`config.mk`:
```
export PLATFORM = sky130hd
export DESIGN_NAME = bin2bcd_seq
export DESIGN_NICKNAME = d
export VERILOG_FILES = /design/src/rtl/bin2bcd_seq.sv
export SDC_FILE = /design/constraint.sdc
export NUM_CORES = 1
export LEC_CHECK = 0
export ABC_AREA = 1
export BUFFER_PORTS_ARGS = -buffer_cell sky130_fd_sc_hd__buf_2
export CAP_MARGIN = 10
export CORE_MARGIN = 2
export CORE_UTILIZATION = 57
export DETAILED_ROUTE_END_ITERATION = 7
export MAX_ROUTING_LAYER = met4
export PLACE_DENSITY = 0.79
export SLEW_MARGIN = 30
export SYNTH_ARGS = -nofsm -noshare
export SYNTH_HDL_FRONTEND = slang
export SYNTH_SLANG_ARGS = --single-unit
```
`constraint.sdc`:
```
create_clock -name clk -period 2 [get_ports clk]
set_input_delay 0.4 -clock clk [delete_from_list [all_inputs] [get_ports clk]]
set_output_delay 0.4 -clock clk [all_outputs]
set_load 0.05 [all_outputs]
```
`src/rtl/bin2bcd_seq.sv`:
```
// bin2bcd_seq: sequential 16-bit binary to 4-digit packed BCD converter
// (shift-and-add-3 over 16 shift cycles) feeding a seven-segment display driver.
//
// Ports:
//   clk    in   1   system clock, rising edge
//   clr    in   1   asynchronous active-low reset
//   start  in   1   conversion request, honoured only while busy=0
//   bin    in  16   unsigned value, sampled on the accepting edge only
//   busy   out  1   conversion in progress (decode of the state register)
//   done   out  1   one-cycle pulse when bcd/ovf update
//   bcd    out 16   {thousands, hundreds, tens, ones}, held between conversions
//   ovf    out  1   last converted input exceeded 9999, held with bcd
module bin2bcd_seq (
  input  logic        clk,
  input  logic        clr,
  input  logic        start,
  input  logic [15:0] bin,
  output logic        busy,
  output logic        done,
  output logic [15:0] bcd,
  output logic        ovf
);

  localparam int unsigned BIN_W  = 16;
  localparam int unsigned DIGITS = 5;
  localparam int unsigned SCR_W  = 4 * DIGITS;
  localparam int unsigned CNT_W  = 5;
  localparam int unsigned OUT_W  = 16;
  localparam logic [OUT_W-1:0] OVF_CODE  = 16'hEEEE;
  localparam logic [CNT_W-1:0] LAST_SHIFT = CNT_W'(BIN_W);

  typedef enum logic {
    IDLE  = 1'b0,
    SHIFT = 1'b1
  } state_t;

  state_t             state, state_nxt;
  logic [BIN_W-1:0]   bin_sr, bin_sr_nxt;
  logic [SCR_W-1:0]   scr, scr_nxt;
  logic [CNT_W-1:0]   cnt, cnt_nxt;
  logic [OUT_W-1:0]   bcd_nxt;
  logic               ovf_nxt;
  logic               done_nxt;

  // Per-nibble +3 correction, independent nibbles (no carry between digits)
  logic [SCR_W-1:0]   scr_adj;
  logic               overflow;

  always_comb begin
    scr_adj = scr;
    for (int i = 0; i < int'(DIGITS); i++) begin
      if (scr[4*i +: 4] >= 4'd5) begin
        scr_adj[4*i +: 4] = scr[4*i +: 4] + 4'd3;
      end
    end
  end

  // Any non-zero ten-thousands digit means the value is above 9999
  assign overflow = (scr[SCR_W-1 -: 4] != 4'd0);

  // State and datapath registers
  always_ff @(posedge clk or negedge clr) begin
    if (!clr) begin
      state  <= IDLE;
      bin_sr <= '0;
      scr    <= '0;
      cnt    <= '0;
      bcd    <= '0;
      ovf    <= 1'b0;
      done   <= 1'b0;
    end else begin
      state  <= state_nxt;
      bin_sr <= bin_sr_nxt;
      scr    <= scr_nxt;
      cnt    <= cnt_nxt;
      bcd    <= bcd_nxt;
      ovf    <= ovf_nxt;
      done   <= done_nxt;
    end
  end

  // Next-state and next-value logic
  always_comb begin
    state_nxt  = state;
    bin_sr_nxt = bin_sr;
    scr_nxt    = scr;
    cnt_nxt    = cnt;
    bcd_nxt    = bcd;
    ovf_nxt    = ovf;
    done_nxt   = 1'b0;

    case (state)
      IDLE: begin
        if (start) begin
          bin_sr_nxt = bin;
          scr_nxt    = '0;
          cnt_nxt    = '0;
          state_nxt  = SHIFT;
        end
      end

      SHIFT: begin
        if (cnt == LAST_SHIFT) begin
          // Output edge: publish the whole result at once
          ovf_nxt   = overflow;
          bcd_nxt   = overflow ? OVF_CODE : scr[OUT_W-1:0];
          done_nxt  = 1'b1;
          state_nxt = IDLE;
        end else begin
          // Correct then shift {scr,bin_sr} left; bin_sr MSB enters scr LSB
          {scr_nxt, bin_sr_nxt} = {scr_adj[SCR_W-2:0], bin_sr, 1'b0};
          cnt_nxt = cnt + CNT_W'(1);
        end
      end

      default: begin
        state_nxt = IDLE;
      end
    endcase
  end

  assign busy = (state == SHIFT);

endmodule

```
==> results of run 1 <==
power by group:
part	switching (mW)	internal [mW]
registers	0.377	1.73
clock network	0.453	0.602
logic	1.97	0.913
total	2.80	3.25
layout make-up:
| type | count | area, um2 |
|---|---|---|
| clock buffers | 13 | 149 |
| clock inverters | 2 | 35.0 |
| fillers | 430 | 1620 |
| inverters | 47 | 176 |
| multi-input cells | 272 | 1280 |
| flip-flops and latches | 60 | 1500 |
| well taps | 70 | 87.6 |
| repair buffers | 47 | 260 |
through the flow:
step | worst slack (ns) | utilization [%] | cell area (um2) | hold slack, ns | std cells
2_1_floorplan | 0.399 | - | 3010 | 0.104 | 391
3_3_place_gp | 0.389 | 64.7 | 3300 | 0.408 | 496
3_5_place_dp | 0.306 | 64.7 | 3300 | 0.417 | 496
4_1_cts | 0.284 | 68.3 | 3490 | 0.0518 | 511
5_1_grt | 0.180 | 68.3 | 3490 | 0.0712 | 511
6_report | 0.318 | 68.3 | 3490 | 0.0344 | 511
final timing paths:
kind,startpoint,endpoint,cells past startpoint
max,cnt[0]$_DFFE_PN0P_,bcd[7]$_DFFE_PN0P_,7
min,clr,bcd[11]$_DFFE_PN0P_,1
max reg2reg,cnt[0]$_DFFE_PN0P_,bcd[7]$_DFFE_PN0P_,7
min reg2reg,bcd[0]$_DFFE_PN0P_,bcd[0]$_DFFE_PN0P_,2
max in group asynchronous,clr,bin_sr[4]$_DFFE_PN0P_,2
min in group clk,bin[0],bin_sr[0]$_DFFE_PN0P_,3
flip-flops by register name (all words and copies together), names as in the netlist:
name and cells:
bcd 16, bin_sr 16, busy 1, cnt 5, done 1, ovf 1
scr 20
kinds of logic (layout without fill, tap and decap cells):
logic type,after synthesis,count (layout),share of synthesized area (%)
adder cells (fa/ha/maj),13,13,5.40
flip-flops,60,60,49.8
AO/OA/AOI/OAI,66,66,11.2
buffers and inverters,59,109,7.72
AND/OR/NAND/NOR,191,191,25.3
XOR/XNOR,2,2,0.582
cell usage in the layout, fill, tap and decap left out, drive strengths merged, types with 6 or more instances in the layout:
cell type  count
nand2        135
dfrtp         60
inv           47
nand3         18
clkbuf        13
nand4          6
buf           47
o21ai         53
a21oi         12
ha            13
nor2          32
worst max-delay path, cell delays in order, from the launching register on:
cell and delay, ns:
dfrtp_1 0.42, inv_1 0.08, ha_1 0.14, nand2_1 0.06
nor2_2 0.14, nand2_2 0.10, nor2_2 0.46, a21oi_1 0.14
routing by layer:
| metal | vias up | part of all wire (%) | track usage [%] |
|---|---|---|---|
| met5 | - | 0 | - |
| met4 | 0 | 0.95 | 10.5 |
| met3 | 7 | 6.4 | 6.94 |
| met2 | 76 | 47 | 37.3 |
| met1 | 1205 | 46 | 31.6 |
| li1 | 1323 | - | - |
==> run summary, run 1 <==
The pin count of the biggest net entering global routing came out at 37. The overall power consumption came out at 6.05 mW. The number of sinks handled by clock tree synthesis came out at 60.

The run finished with clean final reports. The ratio of total power to cell area came out at 1730 nW/um2. The number of diodes added for antenna fixing came out at 0.

The synthesized area per cell came out at 7.71 um2. The layout-stage area growth over the synthesis result is 15.8%. In this run the core area contains 26 standard-cell rows. The flip-flop cell with the highest count after synthesis is dfrtp_1. The count of hold-fix buffers inserted at cts is 0. The TritonCTS clock tree is built. The overflow left after global routing is 0.

The clock reaches the later pin of the worst-skew pair after 0.34 ns. The number of I/O port buffers came out at 37. The worst vdd rail ir drop came out at 0.734 mV. The number of warnings printed during yosys synthesis is 0. Counting flops and latches in the post-synthesis netlist gives 60. The critical path capture point type is a flop. The routed wire length is 6190 um. The die covers 5880 um2. The worst setup path is launched from a flop.

After routing, the total negative slack on setup checks comes to 0 ns. The clock tree buffer depth is 2. The height of the die is 76.7 um. The clock transition at the register clock pins on the worst setup and hold paths after CTS is 0.07 ns. The worst max-slew margin expressed relative to the limit came out at just over 60%.

The type of the setup path with the least slack is flop to flop. The HPWL after detailed placement is between 4000 and 5000 um. The first routing iteration left 197 violations. The overall global routing resource usage came out at 24.8%. The number of flops mapped to enable cells by yosys is 0. Setup repair after global routing left no endpoint under its margin. Buffers inserted during clock tree synthesis total 9. The buffer cell driving the clock tree root is clkbuf_8.

Synthesis produced a netlist with a net count of ~420. The synthesized instance count is 391. The register-to-register setup slack came out at 0.32 ns.

The portion of the clock cycle consumed by the worst path in the final layout is a little over four fifths. The required time of the worst setup path is 2.19 ns. The DRC violation count after routing is 0.

The leakage power summed over all cells came out at 1.81 nW. The core region area is between 5000 and 6000 um2. During I/O placement, the number of pins put on the boundary was 38. The proportion of synthesized flip-flops having asynchronous set or reset came out at 100%. The fraction of layout cells with a size suffix above 1 is 14.7%. The first detailed-routing pass ran for 4 iterations.

The share of the yosys chip area belonging to registers is 49.8%. In this run the worst path has a maximum fanout of 13. Among all cell types in the netlist, the one instantiated most often is nand2_1. The starting density of the core is 59.0%. Max-cap violations in this run came to 0.

The top cell type by area accounts for about 50% of the synthesized area. The routed via count divided by cell count came out at 5.11. The final setup violation count is 0.

The clock tree synthesis step divided the H-tree into 3 levels. The transition time at the pin with the least slew margin is about 0.57 ns. The final layout contains 469 nets. The number of global-route vias before repair is ~2.5k.

After synthesis, the most frequently instantiated cells are 134 x nand2_1, 60 x dfrtp_1, 53 x o21ai_0. The number of antenna violations at the first check in global routing came out at 0. In this run the worst hold path is classified as primary input to asynchronous set/reset pin. The achievable clock frequency is 0.595 GHz. The number of gates given a new drive strength after cts came out at 0.

The detail-routed net length per standard cell is 12.1 um. The number of different library cells used by synthesis comes to 18. The global-route wire length before repair is roughly 11,000 um. Sorting the synthesized cells by area gives the leading types as dfrtp_1 50%, nand2_1 17%, o21ai_0 8.8%. The horizontal die dimension is 76.7 um. The arrival time of the worst setup path is 1.87 ns. The synthesized netlist occupies a cell area of 3010 um2.

The max-slew violation count came out at 0. The post-synthesis cell type with the largest combined area is dfrtp_1. The number of hold violations in the final report is 0. The post-CTS setup repair buffer count is 0. The via total after detailed routing came out at ~2.6k. The count of nets left with antenna violations once routing finished came out at 0. The post-route minimum period is 1.68 ns. The last weighted congestion value of the routability-driven placer is 0.844. The clock arrives with roughly 0.0085 ns of skew.
No activity file was read; power rests on OpenSTA's default activity.
==> run 2: changes to the inputs <==
--- a/config.mk
+++ b/config.mk
@@ -9,10 +9,10 @@
 export BUFFER_PORTS_ARGS = -buffer_cell sky130_fd_sc_hd__buf_2
 export CAP_MARGIN = 10
 export CORE_MARGIN = 2
-export CORE_UTILIZATION = 57
+export CORE_UTILIZATION = 52
 export DETAILED_ROUTE_END_ITERATION = 7
 export MAX_ROUTING_LAYER = met4
-export PLACE_DENSITY = 0.79
+export PLACE_DENSITY = 0.76
 export SLEW_MARGIN = 30
 export SYNTH_ARGS = -nofsm -noshare
 export SYNTH_HDL_FRONTEND = slang
==> constraint.sdc (replaced) <==
create_clock -name clk -period 1.5 [get_ports clk]
set_input_delay 0.3 -clock clk [delete_from_list [all_inputs] [get_ports clk]]
set_output_delay 0.3 -clock clk [all_outputs]
set_load 0.05 [all_outputs]
==> run 2 against run 1 <==
  * Design area up 4.8%
  * Critical path type unchanged
  * Critical path depth up 1
  * Combinational power up 41%
  * Sequential power up 33%
  * Sequential cell count unchanged
  * Cell count up 3.3%
  * Setup slack worse by 0.29 ns
  * Sequential share of layout area down 2.0 points
  * Clock skew down 0.0031 ns
  * Die area up 9.1%
  * Register-to-register slack worse by 0.29 ns
==> run summary, run 2 (synthesized netlist as in run 1, its figures left out) <==
The flow ran to the end, and the final reports show no timing, DRC or antenna violations. The final net count came out at 484 (+3.2%). The power spent charging and discharging nets is 3.79 mW (+35%). STA classifies the critical path startpoint as a flop. The number of hold violations in the final report is 0 (unchanged). In the final layout, the registers with the most flip-flops are scr: 20 flops, bcd: 16 flops, bin_sr: 16 flops.

The final worst clock skew came out at 0.00549 ns (-0.00305 ns). The worst register-to-register path ends at bcd[6]$_DFFE_PN0P_. The number of violations reported at the end of detailed-routing iteration 0 came out at 167 (-15%). The number of rows in the core area came to 27 (+3.8%). The starting density of the core is 54.4% (-4.6 points). The required time of the worst setup path is 1.75 ns (-0.44 ns).

The switching share of total power came out at 46.7% (+0.34 points). The overflow left after global routing came out at 0 (unchanged). The internal power was 4.33 mW (+33%). The arrival time of the worst setup path is 1.72 ns (-0.15 ns).

The detail-routed net length per standard cell is 12.2 um (+0.55%). The pin count of the biggest net entering global routing is 35 (-5.4%). The clock network power share is 15.2% (-2.2 points).

Setup repair after global routing could not meet its margin everywhere. The max-slew violation count is 0 (unchanged). In the layout the commonest cells are 132 x nand2_1, 59 x dfrtp_1, 50 x o21ai_0. The clock latency at the later pin of the worst-skew pair was 0.34 ns (about the same). The met1 usage is 27.8% (-3.8 points). The global-route wire length before repair came out at 11,100 um (-0.38%). The horizontal die dimension is 80.1 um (+4.5%).

Ranked by flip-flop count, first place goes to scr. The area of the die is 6420 um2 (+9.1%). The register-to-register setup slack came to 0.03 ns (-0.29 ns). The TritonCTS clock tree is built. In this run the most critical hold path is launched from bin[0]. The portion of the clock cycle consumed by the worst path in the final layout is 97.9% (+14 points). The number of sinks handled by clock tree synthesis came out at 60 (unchanged). The fraction of layout cells with a size suffix above 1 came out at 19.5% (+4.8 points).

The cell count after placement came out at 503 (+1.4%). The number of antenna violations at the first check in global routing came to 0 (unchanged). The type of the most critical hold path is primary input to flop. The worst max-slew margin expressed relative to the limit is 80.2% (+18 points).

The number of global-route vias before repair came out at 2,560 (+3.6%). The library cell used most frequently in the layout, excluding fill and tap cells, is nand2_1. The global routing usage on met3 came to 6.52% (-0.42 points). The path with the worst hold slack has its endpoint at bin_sr[0]$_DFFE_PN0P_.

The transition time at the pin with the least slew margin came out at 0.297 ns (-0.275 ns). In this run the worst setup path begins at cnt[1]$_DFFE_PN0P_. The layer flagged by global routing as most heavily used is met2. The critical path capture point type is a flop.

The estimated wirelength of the detail-placed design is 4410 um (+1.2%). The setup TNS is 0 ns (unchanged). The post-route minimum period is 1.47 ns (-0.214 ns).

The post-route standard cell area excluding fillers is 3660 um2 (+4.8%). The number of I/O port buffers came out at 37 (unchanged). The worst vdd rail ir drop was 0.968 mV (+32%). The post-place instance area came to 3380 um2 (+2.4%). The overall global routing resource usage is 23.0% (-1.8 points).

The path depth of the worst reg2reg path is 8 (+1). The DRC violation count after routing came out at 0 (unchanged). The ratio of total power to cell area is 2220 nW/um2 (+28%). The number of cells on the worst hold path is 3. The clock transition at the register clock pins on the worst setup and hold paths after CTS came out at 0.06 ns (about the same). The number of buffers created by CTS is 9 (unchanged).

The routed wire length came out at 6430 um (+3.9%). The filler cell count in the final layout came to 478 (+11%). The clock tree buffer depth is 2 (unchanged). The via total after detailed routing is 2,656 (+1.7%). The area growth from synthesis to layout is 21.4%. The count of non-filler cells in the finished layout came out at 528 (+3.3%).

The height of the die is 80.1 um (+4.5%). The number of flip-flops under the largest register name was 20 (unchanged). The number of violations of the max-capacitance limit came to 0 (unchanged). The number of iterations in the first detailed-routing pass was 5 (+1). The type of the setup path with the least slack is flop to flop. The final setup violation count is 0 (unchanged). The startpoint identified for the worst register-to-register timing path is cnt[1]$_DFFE_PN0P_.

The routed via count divided by cell count came out at 5.03 (-1.6%). The number of diodes added for antenna fixing came to 0 (unchanged). The last weighted congestion value of the routability-driven placer is 0.872 (+3.3%). The leakage power summed over all cells came out at 1.89 nW (+4.8%). Clock tree synthesis selected as its root buffer the cell clkbuf_8. The number of primary I/O pins came out at 38 (unchanged).

The largest fanout on the critical path came out at 7 (-6). The global routing met2 resource utilization came out at 37.2% (-0.11 points). The core region area is 5540 um2 (+8.5%). The share of the core filled with cells in the final layout came out at 66.0% (-2.3 points).

The post-detailed-route count of antenna-violating nets was 0 (unchanged). The level count of the clock H-tree came out at 3 (unchanged). The share of power burned in registers is 34.6% (-0.3 points). The part of the power in combinational logic is 50.1% (+2.4 points). The achievable clock frequency is 0.681 GHz (+15%).
run 2: worst max-delay path by stage:
stage | slack [ns] | end | cells after the start
5_1_grt | -0.04 | bcd[6]$_DFFE_PN0P_ | 8
3_3_place_gp | 0.08 | bcd[13]$_DFFE_PN0P_ | 9
6_report | 0.03 | bcd[6]$_DFFE_PN0P_ | 8
4_1_cts | 0.02 | bcd[11]$_DFFE_PN0P_ | 9
2_1_floorplan | 0.08 | scr[10]$_DFFE_PN0P_ | 8
3_5_place_dp | -0.03 | bcd[11]$_DFFE_PN0P_ | 9
run 2: metal layers:
layer	wire, um	vias up	part of all wire, %
met5	0	-	0
met3	255	11	4.0
met2	3080	52	48
li1	-	1360	-
met1	3000	1233	47
met4	91	0	1.4
run 2: through the flow:
stage / hold WS, ns / power [mW] / worst slack [ns]
2_1_floorplan: 0.00441 / 5.70 / 0.0793
3_3_place_gp: 0.203 / 6.57 / 0.0849
3_5_place_dp: 0.205 / 6.72 / -0.0326
4_1_cts: 0.198 / 7.99 / 0.0211
5_1_grt: 0.201 / 8.91 / -0.0419
6_report: 0.195 / 8.12 / 0.0316
run 2: repair_timing:
| item | in CTS | in global routing |
|---|---|---|
| endpoints found under the hold margin | 9 | 0 |
| gates cloned | 0 | 2 |
| pin swaps | 0 | 2 |
| hold buffers | 1 | 0 |
| buffers inserted | 0 | 7 |
| endpoints found under the setup margin | 5 | 38 |
| gates resized for setup | 1 | 18 |
run 2: critical path: stages (launching register included):
cell and delay [ns]:
dfrtp_1 0.39, inv_2 0.06, ha_1 0.13, nand2_1 0.06, nor2_2 0.16, nand2_2 0.12, buf_6 0.18, buf_4 0.14
o21ai_0 0.15
run 2: area by class of cell:
type | instances | area, um2 | share of cell area [%]
sequential | 60 | 1500 | 41.1
clock inverter | 3 | 15.0 | 0.411
timing repair buffer | 61 | 420 | 11.5
clock buffer | 12 | 145 | 3.97
multi-input combinational | 272 | 1290 | 35.4
inverter | 47 | 184 | 5.03
tap | 72 | 90.1 | 2.46
timing repair inverter | 1 | 6.26 | 0.171
run 2: power by group through the flow:
stage               Sequential [mW]  Combinational [mW]  Clock, mW
floorplan                      3.38                2.32          0
global placement               2.82                3.75          0
detailed placement             2.83                3.88          0
CTS                            2.81                3.92       1.26
global route                   2.90                4.68       1.33
finish                         2.81                4.07       1.24
==> run 3: changes to the inputs <==
--- a/config.mk
+++ b/config.mk
@@ -6,13 +6,11 @@
 export NUM_CORES = 1
 export LEC_CHECK = 0
 export ABC_AREA = 1
-export BUFFER_PORTS_ARGS = -buffer_cell sky130_fd_sc_hd__buf_2
 export CAP_MARGIN = 10
 export CORE_MARGIN = 2
-export CORE_UTILIZATION = 52
+export CORE_UTILIZATION = 45
 export DETAILED_ROUTE_END_ITERATION = 7
-export MAX_ROUTING_LAYER = met4
-export PLACE_DENSITY = 0.76
+export DONT_BUFFER_PORTS = 1
 export SLEW_MARGIN = 30
 export SYNTH_ARGS = -nofsm -noshare
 export SYNTH_HDL_FRONTEND = slang
==> run 3 against run 2 <==
  * The flow now finishes with violations (design-rule violations, negative hold slack, negative setup slack)
  * Fmax is 2.6% lower
  * Sequential share of layout area is 0.15 points higher
  * Worst hold slack worse by 0.55 ns
  * Clock skew hardly changed
  * Cell count is 5.5% lower
  * Setup slack worse by 0.039 ns
  * Critical path type unchanged
==> run summary, run 3 (synthesized netlist as in run 1, its figures left out) <==
The DRC violation count after routing came out at 2 (+2). In the layout the commonest cells are 130 x nand2_1, 58 x dfrtp_1, 43 x inv_1. The routed via count divided by cell count is 4.95 (-1.5%). The detail-routed net length per standard cell came out at 12.9 um (+6.1%).

The largest registers in the layout are scr: 20 flops, bcd: 16 flops, bin_sr: 16 flops. STA classifies the critical path endpoint as a flop. The max-slew violation count came to 0 (unchanged). The run finished, with violations left. The final setup violation count is 4 (+4). The share of power burned in registers came out at 40.5% (+5.9 points).

The minimum hold slack came out at -0.350 ns (-0.545 ns). The estimated wirelength of the detail-placed design is 3950 um (-10%). The number of rows in the core area is 29 (+7.4%). The pin count of the biggest net entering global routing was 61 (+74%).

The number of violations reported at the end of detailed-routing iteration 0 came out at 148 (-11%). The area of the die is 7370 um2 (+15%). The worst register-to-register path ends at bin_sr[6]$_DFFE_PN0P_. The library cell used most frequently in the layout, excluding fill and tap cells, is nand2_1. The number of sinks handled by clock tree synthesis came out at 60 (unchanged). The clock tree buffer depth came to 2 (unchanged). The part of the power in combinational logic came out at 40.6% (-9.5 points).

The number of buffers created by CTS came out at 9 (unchanged). The number of primary I/O pins came out at 38 (unchanged). The global-route wire length before repair came out at 10,300 um (-7.2%).

The switching share of total power came out at 44.8% (-1.9 points). The number of hold violations in the final report came out at 60 (+60). The post-placement worst setup slack was 0.0104 ns (+0.0430 ns).

The final worst clock skew is 0.00538 ns (-0.000113 ns). The arrival time of the worst setup path is 1.73 ns (about the same). The level count of the clock H-tree came out at 3 (unchanged). The register-to-register setup slack was -0.007 ns (-0.04 ns). The horizontal die dimension came out at 85.8 um (+7.1%).

The fraction of layout cells with a size suffix above 1 is 14.5% (-5.1 points). The layout-stage area growth over the synthesis result came out at 21.1%. The power spent charging and discharging nets came out at 3.82 mW (+0.94%). The worst vdd rail ir drop is 0.852 mV (-12%). The post-detailed-route count of antenna-violating nets is 0 (unchanged). The clock network power share is 18.8% (+3.6 points). The setup TNS is -0.0134 ns (-0.0134 ns).

The routed wire length is 6450 um (+0.31%). The worst max-slew margin expressed relative to the limit came to 67.7% (-13 points). The buffer cell driving the clock tree root is clkbuf_8. The worst setup path is of the flop to flop kind. The share of the core filled with cells in the final layout came out at 56.8% (-9.2 points).

The number of I/O port buffers is 0 (-100%). The path depth of the worst reg2reg path is 10 (+2). The number of diodes added for antenna fixing came out at 0 (unchanged). Setup repair after global routing could not meet its margin everywhere. The number of global-route vias before repair is 2,216 (-13%). The portion of the clock cycle consumed by the worst path in the final layout is 100% (+2.6 points).

The overall global routing resource usage is 18.1% (-4.9 points). The startpoint identified for the worst register-to-register timing path is cnt[1]$_DFFE_PN0P_. The post-route worst setup slack came to -0.00695 ns (-0.0385 ns).

The min-delay analysis places its worst path in the category primary input to asynchronous set/reset pin. The via total after detailed routing came out at 2,472 (-6.9%). The ratio of total power to cell area came out at 2340 nW/um2 (+5.5%). The overall power consumption is 8.55 mW (+5.2%). The number of flip-flops under the largest register name is 20 (unchanged).

The last weighted congestion value of the routability-driven placer came to 0.805 (-7.7%). The transition time at the pin with the least slew margin came out at 0.485 ns (+0.188 ns). The largest fanout on the critical path came out at 7 (unchanged). The number of iterations in the first detailed-routing pass is 6 (+1). The core region area is 6420 um2 (+16%). The leakage power summed over all cells is 1.83 nW (-3.2%). The number of violations of the max-capacitance limit was 0 (unchanged). The final reports fail on design-rule violations, negative hold slack, negative setup slack. The overflow left after global routing was 0 (unchanged). TritonCTS built the clock tree.

The height of the die is 85.8 um (+7.1%). More flip-flops sit in one register than any other, and that register is scr. The clock transition at the register clock pins on the worst setup and hold paths after CTS came to 0.07 ns (about the same).

The achievable clock frequency is 0.664 GHz (-2.6%). The post-route minimum period came out at 1.51 ns (+0.0385 ns). The required time of the worst setup path came out at 1.73 ns (-0.02 ns).

The type of origin of the critical path is a flop. The internal power came out at 4.72 mW (+8.9%). The clock latency at the later pin of the worst-skew pair was 0.34 ns (about the same). The number of antenna violations at the first check in global routing came out at 0 (unchanged).

The starting density of the core is 46.9% (-7.5 points). The final net count came out at 449 (-7.2%).
-- run 3: cell types whose count changed in the layout (fill, tap and decap cells not counted), moves of 3 or more --
cell       delta
nand3_2       +3
o21ai_0      -16
nand3_1       -3
clkbuf_16     +3
o21ai_1      +16
buf_2        -36
-- run 3: how the worst max path moves through the flow --
stage | startpoint | end | slack [ns] | cells after the start
final | cnt[1]$_DFFE_PN0P_ | bin_sr[6]$_DFFE_PN0P_ | -0.007 | 10
after global routing | cnt[0]$_DFFE_PN0P_ | bin_sr[7]$_DFFE_PN0P_ | -0.10 | 10
after CTS | cnt[1]$_DFFE_PN0P_ | bcd[3]$_DFFE_PN0P_ | 0.00004 | 9
after detailed placement | cnt[1]$_DFFE_PN0P_ | bcd[3]$_DFFE_PN0P_ | 0.01 | 9
after global placement | cnt[1]$_DFFE_PN0P_ | bcd[13]$_DFFE_PN0P_ | 0.06 | 9
after floorplan | busy$_DFF_PN0_ | scr[10]$_DFFE_PN0P_ | 0.08 | 8
-- run 3: critical path, stage by stage, from the launching register on --
cell and delay [ns]:
dfrtp_1 0.39, inv_2 0.06, ha_2 0.16, nand2_2 0.06
nor2_4 0.12, buf_4 0.13, a21boi_4 0.06, buf_12 0.16
clkbuf_16 0.15, nand2_1 0.05, o21ai_1 0.06
-- run 3: layout make-up --
class / count / area [um2]
Clock buffer: 12 / 145
Timing Repair Buffer: 27 / 317
Clock inverter: 4 / 72.6
Inverter: 47 / 179
Tap cell: 77 / 96.3
Sequential cell: 60 / 1500
Multi-Input combinational cell: 272 / 1330
Fill cell: 578 / 2780
-- run 3: stage by stage --
| stage | instances | hold WS [ns] | area, um2 |
|---|---|---|---|
| after global placement | 470 | 0.00582 | 3180 |
| after global routing | 499 | -0.381 | 3650 |
| final | 499 | -0.350 | 3650 |
| after floorplan | 391 | 0.00441 | 3010 |
| after detailed placement | 470 | 0.00602 | 3180 |
| after CTS | 486 | -0.371 | 3400 |
-- run 3: timing repair --
item	in CTS	in global routing
gates resized for setup	0	42
endpoints found under the setup margin	0	32
setup buffers	0	5
endpoints found under the hold margin	60	60
-- run 3: per-layer routing --
| layer | global-route usage (%) | share of wire, % | vias up | wire length (um) |
|---|---|---|---|---|
| li1 | - | - | 1285 | - |
| met1 | 25.4 | 51 | 1128 | 3300 |
| met2 | 25.0 | 43 | 51 | 2790 |
| met3 | 6.74 | 4.2 | 8 | 274 |
| met4 | 7.79 | 1.3 | 0 | 82 |
| met5 | 0 | 0 | - | 0 |
-- run 3: power groups by stage --
stage | Sequential [mW] | Clock, mW | Combinational, mW
detailed placement | 3.48 | 0 | 3.01
floorplan | 3.38 | 0 | 2.32
global placement | 3.47 | 0 | 2.96
global route | 3.56 | 1.74 | 4.08
CTS | 3.45 | 1.65 | 3.04
finish | 3.46 | 1.61 | 3.47
